<file path="src/rtl/nasti_lite_write_slave.sv">
// NASTI-lite write-channel terminator.
// Joins independently arriving lite AW and W beats (one holding entry each), issues a single
// register write per AW/W pair, and returns one B response per pair.
//
// Ports:
//   clk, rstn               clock, synchronous active-low reset
//   lite_aw_*               write address channel (prot/qos/region accepted but unused)
//   lite_w_*                write data channel (user accepted but unused)
//   lite_b_*                write response channel; id/user echo the AW beat
//   reg_wr_valid/ready      register write handshake towards the peripheral bank
//   reg_wr_addr/data/strb   byte offset from ADDR_BASE, held W data and strobes
//   reg_wr_err              sampled with reg_wr_ready; 1 turns the response into SLVERR
module nasti_lite_write_slave #(
  parameter int unsigned ID_WIDTH        = 1,
  parameter int unsigned ADDR_WIDTH      = 8,
  parameter int unsigned LITE_DATA_WIDTH = 32,
  parameter int unsigned USER_WIDTH      = 1,
  parameter int unsigned ADDR_BASE       = 0,
  parameter int unsigned ADDR_SIZE       = 256
) (
  input  logic                         clk,
  input  logic                         rstn,
  input  logic [ID_WIDTH-1:0]          lite_aw_id,
  input  logic [ADDR_WIDTH-1:0]        lite_aw_addr,
  input  logic [2:0]                   lite_aw_prot,
  input  logic [3:0]                   lite_aw_qos,
  input  logic [3:0]                   lite_aw_region,
  input  logic [USER_WIDTH-1:0]        lite_aw_user,
  input  logic                         lite_aw_valid,
  output logic                         lite_aw_ready,
  input  logic [LITE_DATA_WIDTH-1:0]   lite_w_data,
  input  logic [LITE_DATA_WIDTH/8-1:0] lite_w_strb,
  input  logic [USER_WIDTH-1:0]        lite_w_user,
  input  logic                         lite_w_valid,
  output logic                         lite_w_ready,
  output logic [ID_WIDTH-1:0]          lite_b_id,
  output logic [1:0]                   lite_b_resp,
  output logic [USER_WIDTH-1:0]        lite_b_user,
  output logic                         lite_b_valid,
  input  logic                         lite_b_ready,
  output logic                         reg_wr_valid,
  input  logic                         reg_wr_ready,
  output logic [ADDR_WIDTH-1:0]        reg_wr_addr,
  output logic [LITE_DATA_WIDTH-1:0]   reg_wr_data,
  output logic [LITE_DATA_WIDTH/8-1:0] reg_wr_strb,
  input  logic                         reg_wr_err
);

  localparam int unsigned STRB_WIDTH  = LITE_DATA_WIDTH / 8;
  localparam int unsigned LITE_W_BITS = $clog2(STRB_WIDTH);
  localparam int unsigned EXT_WIDTH   = ADDR_WIDTH + 1;

  // Range bounds carry one extra bit so base+size never wraps into the window.
  localparam logic [ADDR_WIDTH:0]   BASE_EXT  = EXT_WIDTH'(ADDR_BASE);
  localparam logic [ADDR_WIDTH:0]   LIMIT_EXT = EXT_WIDTH'(ADDR_BASE + ADDR_SIZE);
  localparam logic [ADDR_WIDTH-1:0] BASE_ADDR = ADDR_WIDTH'(ADDR_BASE);

  localparam logic [1:0] RESP_OKAY   = 2'b00;
  localparam logic [1:0] RESP_SLVERR = 2'b10;
  localparam logic [1:0] RESP_DECERR = 2'b11;

  if (LITE_DATA_WIDTH != 32 && LITE_DATA_WIDTH != 64) begin : g_bad_data_width
    $fatal(1, "LITE_DATA_WIDTH must be 32 or 64");
  end
  if (ADDR_SIZE == 0) begin : g_bad_addr_size
    $fatal(1, "ADDR_SIZE must be greater than zero");
  end
  if (USER_WIDTH == 0) begin : g_bad_user_width
    $fatal(1, "USER_WIDTH must be greater than zero");
  end

  typedef enum logic [1:0] {StIdle, StWrite, StResp} state_e;

  state_e                 state_q, state_d;
  logic                   aw_held_q, w_held_q;
  logic [ID_WIDTH-1:0]    aw_id_q;
  logic [ADDR_WIDTH-1:0]  aw_addr_q;
  logic [USER_WIDTH-1:0]  aw_user_q;
  logic [LITE_DATA_WIDTH-1:0] w_data_q;
  logic [STRB_WIDTH-1:0]  w_strb_q;
  // B payload gets its own copy so the AW hold can take the next beat while B is pending.
  logic [ID_WIDTH-1:0]    b_id_q;
  logic [USER_WIDTH-1:0]  b_user_q;
  logic [1:0]             resp_q, resp_d;

  logic aw_fire, w_fire, b_load;
  logic [ADDR_WIDTH:0] addr_ext;
  logic in_range, misaligned;
  logic [1:0] decode_resp;

  assign lite_aw_ready = ~aw_held_q;
  assign lite_w_ready  = ~w_held_q;
  assign aw_fire       = lite_aw_valid & ~aw_held_q;
  assign w_fire        = lite_w_valid & ~w_held_q;

  assign addr_ext    = {1'b0, aw_addr_q};
  assign in_range    = (addr_ext >= BASE_EXT) && (addr_ext < LIMIT_EXT);
  assign misaligned  = |aw_addr_q[LITE_W_BITS-1:0];
  // Out-of-window wins over misalignment.
  assign decode_resp = !in_range ? RESP_DECERR : (misaligned ? RESP_SLVERR : RESP_OKAY);

  always_comb begin
    state_d      = state_q;
    resp_d       = resp_q;
    b_load       = 1'b0;
    reg_wr_valid = 1'b0;
    lite_b_valid = 1'b0;
    unique case (state_q)
      StIdle: begin
        if (aw_held_q && w_held_q) begin
          if (decode_resp == RESP_OKAY) begin
            state_d = StWrite;
          end else begin
            state_d = StResp;
            resp_d  = decode_resp;
            b_load  = 1'b1;
          end
        end
      end
      StWrite: begin
        reg_wr_valid = 1'b1;
        if (reg_wr_ready) begin
          state_d = StResp;
          resp_d  = reg_wr_err ? RESP_SLVERR : RESP_OKAY;
          b_load  = 1'b1;
        end
      end
      StResp: begin
        lite_b_valid = 1'b1;
        if (lite_b_ready) begin
          state_d = StIdle;
        end
      end
      default: state_d = StIdle;
    endcase
  end

  always_ff @(posedge clk) begin
    if (!rstn) begin
      state_q   <= StIdle;
      aw_held_q <= 1'b0;
      w_held_q  <= 1'b0;
      resp_q    <= RESP_OKAY;
      aw_id_q   <= '0;
      aw_addr_q <= '0;
      aw_user_q <= '0;
      w_data_q  <= '0;
      w_strb_q  <= '0;
      b_id_q    <= '0;
      b_user_q  <= '0;
    end else begin
      state_q <= state_d;
      resp_q  <= resp_d;
      // b_load only fires with both holds set, so it never collides with a new accept.
      if (b_load) begin
        aw_held_q <= 1'b0;
        w_held_q  <= 1'b0;
        b_id_q    <= aw_id_q;
        b_user_q  <= aw_user_q;
      end else begin
        if (aw_fire) aw_held_q <= 1'b1;
        if (w_fire)  w_held_q  <= 1'b1;
      end
      if (aw_fire) begin
        aw_id_q   <= lite_aw_id;
        aw_addr_q <= lite_aw_addr;
        aw_user_q <= lite_aw_user;
      end
      if (w_fire) begin
        w_data_q <= lite_w_data;
        w_strb_q <= lite_w_strb;
      end
    end
  end

  assign lite_b_id   = b_id_q;
  assign lite_b_user = b_user_q;
  assign lite_b_resp = resp_q;
  assign reg_wr_addr = aw_addr_q - BASE_ADDR;
  assign reg_wr_data = w_data_q;
  assign reg_wr_strb = w_strb_q;

  logic unused_inputs;
  assign unused_inputs = ^{lite_aw_prot, lite_aw_qos, lite_aw_region, lite_w_user};

endmodule

</file>
<file path="config.mk">
export PLATFORM = sky130hd
export DESIGN_NAME = nasti_lite_write_slave
export DESIGN_NICKNAME = d
export VERILOG_FILES = /design/src/rtl/nasti_lite_write_slave.sv
export SDC_FILE = /design/constraint.sdc
export NUM_CORES = 1
export LEC_CHECK = 0
export BUFFER_PORTS_ARGS = -buffer_cell sky130_fd_sc_hd__buf_2
export CORE_AREA = 3 3 77 79
export CTS_BUF_LIST = sky130_fd_sc_hd__clkbuf_8 sky130_fd_sc_hd__clkbuf_16
export CTS_CLUSTER_DIAMETER = 150
export DETAILED_ROUTE_END_ITERATION = 6
export DIE_AREA = 0 0 80 82
export PLACE_DENSITY = 0.83
export SKIP_LAST_GASP = 1
export SYNTH_ARGS = -nofsm -noshare
export SYNTH_HDL_FRONTEND = slang
export SYNTH_SLANG_ARGS = --single-unit
</file>
<file path="constraint.sdc">
create_clock -name clk -period 1.9 [get_ports clk]
set_clock_uncertainty 0.1 [all_clocks]
set_input_delay 0.19 -clock clk [delete_from_list [all_inputs] [get_ports clk]]
set_output_delay 0.19 -clock clk [all_outputs]
set_load 0.02 [all_outputs]
</file>
# Yosys cells after proc, flatten, opt, wreduce, memory -nomap -nowiden
# Index checks and enable logic that the tools add are counted.
# op_classes
n_addsub,0
multipliers,0
n_div,0
n_lt_le_gt_ge,2
n_eq_ne,6
shifts,0
muxes,18
bitwise_logic,5
reduce_logical,9
# ops
cell,n
2-to-1 mux 2 bit,10
"< comparator 8 x 9 -> 1 bit, second input constant",1
">= comparator 8 x 1 -> 1 bit, second input constant",1
"inequality test 2 bit, second input constant",4
case mux 2 bit (3 select lines),1
2-to-1 mux 1 bit,5
zero test 2 bit,2
case mux 2 bit (2 select lines),1
AND reduction 4 bit,1
OR reduction 2 bit,2
inverter 1 bit,3
AND reduction 3 bit,1
AND 1 bit,2
"== test 2 x 1 -> 1 bit, second input constant",1
"== test 2 bit, second input constant",1
logical AND 1 bit,2
case mux 1 bit (2 select lines),1
nonzero test 2 bit,1
# totals
regBits,54
latchBits,0
mem_bits_rw,0
rom_bits,0
inputBits,65
out_inout_bits,52
wordCells,51
mem_count,0

# Depth between registers and ports, before layout
# Gate-level depths: netlist of run 1.
# logic_depth
depth_word,8
depth_mapped,5
ltp_nobuf,3

# Least setup slack after synthesis of run 1
# OpenSTA, ideal clock, no wires.
# synth_path
path_kind,register -> register
from,reg state_q[0]
to,reg resp_q[1] (netlist: lite_b_resp[1])
setup_time_ns,0.130
arrival_time_ns,1.029
t_required_ns,1.670
slack_ns,0.641
path_stages_with_launch,4
n_path_buf,0
period_less_slack_ns,1.259
cell_sequence,dfxtp_1 > or3b_2 > o211ai_1 > mux2i_1
# synth_via
elab_chain_len,3
elab_cells_between_ends,8
classes_between,4 x eq/ne; 1 x mux; 3 x reduce/logical
# synth_lines
element,line,source
start: declaration,74,"state_e state_q, state_d;"
start signal: assignment,140,state_q <= StIdle;
start signal: assignment,152,state_q <= state_d;
== test 2 x 1 -> 1 bit or zero test 2 bit (tied branches),108,unique case (state_q)
inequality test 2 bit (no line) or nonzero test 2 bit (tied branches),n/a,
AND reduction 4 bit (no line),n/a,
end signal: assignment,153,resp_q <= resp_d;
end: declaration,84,"logic [1:0] resp_q, resp_d;"
# Several ways; a longest one is shown, not always the timed one.
# A chain may end at the register's enable or synchronous reset.

# Final worst setup path of run 1
# layout_path
from,reg state_q[1]
to,out reg_wr_valid
# layout_via
elab_chain_len,2
# layout_lines
element,line,source
== test 2 x 1 -> 1 bit,108,
2-to-1 mux 1 bit,108,
end: declaration,41,"output logic reg_wr_valid,"
# Every way passes these cells.

==> metrics.yaml, run 1 <==
cts-buffers-inserted: 5
cts_buffer_depth: 2
fin_util_pct: 51.1
rsz0062_at_grt: "false"
period_share_pct: 79.3
crit_slowest_cell: "dfxtp_1"
fin_worst_hold_slack_ns: 0.0255
postCtsSetupBuffers: 0
overflow: 0
p_leak_nw: 1.32
synth_area_leaders: "dfxtp_1 51%, nand2_1 18%, a21boi_0 13%"
coreArea_mm2: 0.00541
clk_latency_ns: 0.30
fin_setup_tns_ns: 0
wl_um: 4550
synth_ff_type: "dfxtp_1"
grt_max_degree: 33
slew_violations: 0
io_pins: 117
wl_per_cell_um: 11.0
cts_resized: 0
ys_seq_elements: 53
finalNetCount: 406
seq_area_mm2: 0.00106
fp.dieW_um: 80
cp_top_family: "flip-flops"
drt_iter0_drc: 42
first_pass_iters: 4
grt_pass1_vias: 1672
cp.required_ns: 1.61
setup_ws_ns: 0.394
finalSetupViolCount: 0
antenna_found_initial: 0
critPathCaptureType: "primary output"
dp.cells: 406
min_period_ns: 1.51
synth-edff-count: 0
rows: 27
syn_avg_cell_area_um2: 8.63
synth_cell_types: 28
drive_gt1_share_pct: 36.8
cts.root.buffer_cell: "clkbuf_8"
dp_slack_ns: 0.537
slew_headroom_pct: 57.2
slowest_delay_ns: 0.49
worstHoldPathType: "primary input to flip-flop"
synth-async-reset-ratio_pct: 0
cts_tree: "built"
area_growth_pct: 31.6
start_kind: "flip-flop"
grt_pass1_wl_um: 7450
vdd_drop_max_mv: 0.346
yosysTopAreaCell: "dfxtp_1"
clk_pin_slew_ns: 0.09
yosys-top-cells-count: "98 x nand2_1, 53 x dfxtp_1, 35 x a21boi_0, 11 x a21boi_1, 7 x clkbuf_1"
clock.fmax_mhz: 664
vias: 1853
powerDensity_mw_per_mm2: 822
yosysMostFrequentCell: "nand2_1"
initial_core_util_pct: 38.8
synth_cells: 243
stdcell_count: 414
status: "finished, final reports clean"
portBuffers: 103
crit_chain: "and2b_2 -> buf_2"
htreeDepth: 2
worst_pin_slew_ns: 0.641
worst-setup-path-type: "flip-flop to primary output"
multi_input_comb_area_um2: 932
grt_usage_pct: 14.3
ant_nets: 0
final_hold_viol_count: 0
critPathArrivalTime_ns: 1.22
dieArea_mm2: 0.00656
dp_hpwl_um: 3390
remaining_drc_errors: 0
synth_top_area_share_pct: 50.6
synth-seq-area-share_pct: 50.6
synth_area_mm2: 0.00210
syn_nets: 308
die_h_um: 82
path_buf_inv: 1
cap_violations: 0
fill_cells: 521
gp_congestion: 0.683
drt-vias-per-instance: 4.48
clkSinkCount: 53
critPathMaxFanout: 7
ys_warn_count: 0
n_antenna_cell: 0
hold_buffers: 0
worst min-delay path: cells and delay by family:
kind	cells	cell delay [ns]
and+or+nand+nor	1	0.05
AOI/OAI and AO/OA	1	0.05
buffers and inverters	1	0.09
registers in the layout, indices dropped and copies added (netlist names):
signal / cells
reg_wr_data: 32
aw_addr_q: 8
reg_wr_strb: 4
state_q: 2
aw_held_q: 1
aw_id_q: 1
aw_user_q: 1
lite_b_id: 1
lite_b_resp: 1
lite_b_user: 1
w_held_q: 1
logic make-up (layout without fill, tap and decap cells):
logic type	after synthesis	after routing	synth area share, %
buffers and inverters	20	119	5.13
AOI/OAI and AO/OA	51	51	19.0
other	1	1	0.179
DFF	53	53	50.6
muxes	3	3	1.43
and+or+nand+nor	115	115	23.7
metal layers:
layer  GRT usage, %  part of all wire, %
met1           16.9                   43
met2           24.5                   47
met3           5.48                  9.9
met4           3.55                 0.26
met5              0                    0
through the flow:
step                instance area, µm²  total power [W]
floorplan                         2100          0.00148
CTS                               2760          0.00231
global placement                  2660          0.00161
detailed placement                2660          0.00162
finish                            2760          0.00227
global route                      2760          0.00240
area by class of cell:
class                   count  area share (%)
multi-input cells         170            33.8
clock buffers               7            3.49
flip-flops and latches     53            38.4
well taps                  72            3.26
inverters                   3           0.408
clock inverters             1           0.181
repair buffers            108            20.5
power by group:
part	switching [W]	leakage [nW]	total [W]	internal [W]
combinational	0.000220	0.828	0.000377	0.000157
clock	0.000350	0.0542	0.000680	0.000330
sequential	0.0000376	0.435	0.00121	0.00117
final timing paths:
check                          startpoint  slack, ns  cells after the start                      endpoint
min reg2reg  reg_wr_data[15]$_SDFFE_PN0P_       0.35                      2  reg_wr_data[15]$_SDFFE_PN0P_
max               state_q[1]$_SDFFE_PN0P_       0.39                      2                  reg_wr_valid
min                       lite_w_data[27]       0.03                      3  reg_wr_data[27]$_SDFFE_PN0P_
max reg2reg        aw_held_q$_SDFFE_PP0P_       0.54                      3     aw_addr_q[3]$_SDFFE_PN0P_
cells in the final DEF, fill, tap and decap left out, types with 2 or more instances in the layout:
master,synthesis,routed
a21boi_0,35,35
mux2i_1,3,3
buf_2,5,103
nor2_1,2,2
a21boi_1,11,11
buf_4,3,4
nand2b_1,2,2
clkbuf_8,0,7
and2b_2,2,2
nor3b_1,2,2
dfxtp_1,53,53
nand2_1,98,98
inv_1,3,3
(Power assumes the default switching activity.)
==> inputs of run 2 (changes only) <==
--- a/config.mk
+++ b/config.mk
@@ -5,12 +5,13 @@
 export SDC_FILE = /design/constraint.sdc
 export NUM_CORES = 1
 export LEC_CHECK = 0
+export ABC_AREA = 1
 export BUFFER_PORTS_ARGS = -buffer_cell sky130_fd_sc_hd__buf_2
-export CORE_AREA = 3 3 77 79
+export CORE_AREA = 3 3 75 77
 export CTS_BUF_LIST = sky130_fd_sc_hd__clkbuf_8 sky130_fd_sc_hd__clkbuf_16
 export CTS_CLUSTER_DIAMETER = 150
 export DETAILED_ROUTE_END_ITERATION = 6
-export DIE_AREA = 0 0 80 82
+export DIE_AREA = 0 0 78 80
 export PLACE_DENSITY = 0.83
 export SKIP_LAST_GASP = 1
 export SYNTH_ARGS = -nofsm -noshare
==> constraint.sdc (replaced) <==
create_clock -name clk -period 1.4 [get_ports clk]
set_clock_uncertainty 0.1 [all_clocks]
set_input_delay 0.14 -clock clk [delete_from_list [all_inputs] [get_ports clk]]
set_output_delay 0.14 -clock clk [all_outputs]
set_load 0.02 [all_outputs]
==> run 2 against run 1 <==
Compared with the run above:
- worst setup slack got worse by 0.28 ns
- sequential cell count did not move
- via count rose by 14%
- sequential share of layout area shrank 3.2 points
- first-iteration DRC count increased by 31%
- routed wire length increased by 20%
- highest routed layer unchanged
- register-to-register slack lost 0.43 ns
- final area is 9.4% higher
==> metrics.yaml, run 2 <==
start_kind: "flip-flop"
portBuffers: 103
wl_per_cell_um: 11.6
ys_warn_count: 0
ant_nets: 0
grt_pass1_vias: 1981
min_period_ns: 1.29
cp.required_ns: 1.54
cap_violations: 0
largest_register_ffs: 32
finalSetupViolCount: 0
cts.root.buffer_cell: "clkbuf_8"
synth-async-reset-ratio_pct: 0
area_growth_pct: 53.7
wl_um: 5460
vias: 2117
synth-seq-area-share_pct: 54.0
vdd_drop_max_mv: 0.710
rsz0062_at_grt: "false"
rows: 26
synth_cells: 259
grt_pass1_wl_um: 8840
yosysTopAreaCell: "dfxtp_1"
finalNetCount: 463
ys_seq_elements: 53
drt_iter0_drc: 55
die_h_um: 80
n_antenna_cell: 0
overflow: 0
power_w: 0.00399
critPathCaptureType: "flip-flop"
clk_pin_slew_ns: 0.10
critPathMaxFanout: 36
drive_gt1_share_pct: 31.1
syn_nets: 324
grt_usage_pct: 17.5
yosys-top-cells-count: "97 x nor2_1, 53 x dfxtp_1, 42 x o21ai_0, 15 x nand2_1, 12 x inv_1"
dp.cells: 423
clkSinkCount: 53
fill_cells: 472
synth_cell_types: 18
antenna_found_initial: 0
stdcell_count: 469
fin_worst_hold_slack_ns: 0.00709
seq_area_mm2: 0.00106
status: "finished, final reports clean"
postCtsSetupBuffers: 0
synth-edff-count: 0
cts-buffers-inserted: 5
syn_avg_cell_area_um2: 7.59
first_pass_iters: 4
fin_util_pct: 59.5
coreArea_mm2: 0.00507
final_hold_viol_count: 0
cts_buffer_depth: 2
dp_hpwl_um: 3330
p_leak_nw: 1.54
io_pins: 117
worstHoldPathType: "primary input to flip-flop"
yosysMostFrequentCell: "nor2_1"
clock.fmax_mhz: 775
synth_ff_type: "dfxtp_1"
dieArea_mm2: 0.00624
synth_area_leaders: "dfxtp_1 54%, nor2_1 19%, o21ai_0 11%"
synth_top_area_share_pct: 54.0
fin_setup_tns_ns: 0
powerDensity_mw_per_mm2: 1320
htreeDepth: 2
remaining_drc_errors: 0
initial_core_util_pct: 38.7
drt-vias-per-instance: 4.51
gp_congestion: 0.719
cts_tree: "built"
period_share_pct: 92.1
synth_area_mm2: 0.00197
grt_max_degree: 37
slew_violations: 0
critPathArrivalTime_ns: 1.43
final_common_cell: "buf_2"
clk_latency_ns: 0.30
fp.dieW_um: 78
mostFrequentLayoutCells: "103 x buf_2, 97 x nor2_1, 51 x dfxtp_1, 42 x o21ai_0, 38 x dlygate4sd3_1"
worst-setup-path-type: "flip-flop to flip-flop"
multi_input_comb_area_um2: 776
run 2: cell count changes in the layout (fill, tap and decap cells not counted), moves of 5 or more:
cell           change
nor2_1            +95
nand2_1           -83
o21ai_0           +42
dlygate4sd3_1     +38
a21boi_0          -35
a21boi_1          -11
inv_1              +9
nand3_1            +6
a21oi_1            +5
run 2: critical path, stage by stage (launching register included):
cell	delay, ns
dfxtp_1	0.37
inv_2	0.06
nand2_4	0.07
buf_4	0.30
o21ai_0	0.17
nor2_1	0.13
run 2: kinds of logic (layout without fill, tap and decap cells):
group                  after synthesis  in the layout  synth area share [%]
flip-flops                          53             53                  54.0
AO/OA/AOI/OAI                       51             51                  13.0
buffers and inverters               28            168                  6.56
other                                1              1                 0.191
AND/OR/NAND/NOR                    126            126                  26.3
run 2: timing repair:
item,in CTS,in global routing
hold endpoints to repair,38,0
gates resized for setup,0,4
hold buffers,38,0
endpoints found under the setup margin,0,13
run 2: stage by stage:
step | area [µm²] | worst slack, ns
floorplan | 1970 | 0.252
global placement | 2540 | 0.148
detailed placement | 2540 | 0.0856
CTS | 3020 | 0.0327
global route | 3020 | 0.0187
finish | 3020 | 0.110
run 2: worst paths after layout:
check	start	slack, ns	cells after the start	endpoint
setup / recovery	w_held_q$_SDFFE_PP0P_	0.11	5	reg_wr_strb[2]$_SDFFE_PN0P_
setup reg to reg	w_held_q$_SDFFE_PP0P_	0.11	5	reg_wr_strb[2]$_SDFFE_PN0P_
hold reg to reg	aw_addr_q[1]$_SDFFE_PN0P_	0.37	2	aw_addr_q[1]$_SDFFE_PN0P_
hold / removal	lite_w_data[9]	0.007	3	reg_wr_data[9]$_SDFFE_PN0P_
run 2: power by group:
group	internal (W)	total, W	switching [W]
logic	0.000484	0.00126	0.000775
registers	0.00172	0.00184	0.000122
clock network	0.000402	0.000889	0.000488
run 2: layer usage:
layer  vias to the layer above  share of wire (%)  global-route usage [%]
met2                        90                 48                    30.1
met5                         -                  0                       0
li1                       1091                  -                       -
met1                       924                 41                    19.9
met3                        12                9.1                    6.55
met4                         0                1.8                    6.29
run 2: cell type report:
type | count | share of cell area (%)
clock buffer | 6 | 2.73
clock inverter | 2 | 0.456
inverter | 15 | 1.95
multi-input combinational | 178 | 25.7
sequential | 53 | 35.2
tap | 70 | 2.90
timing repair buffer | 145 | 31.1
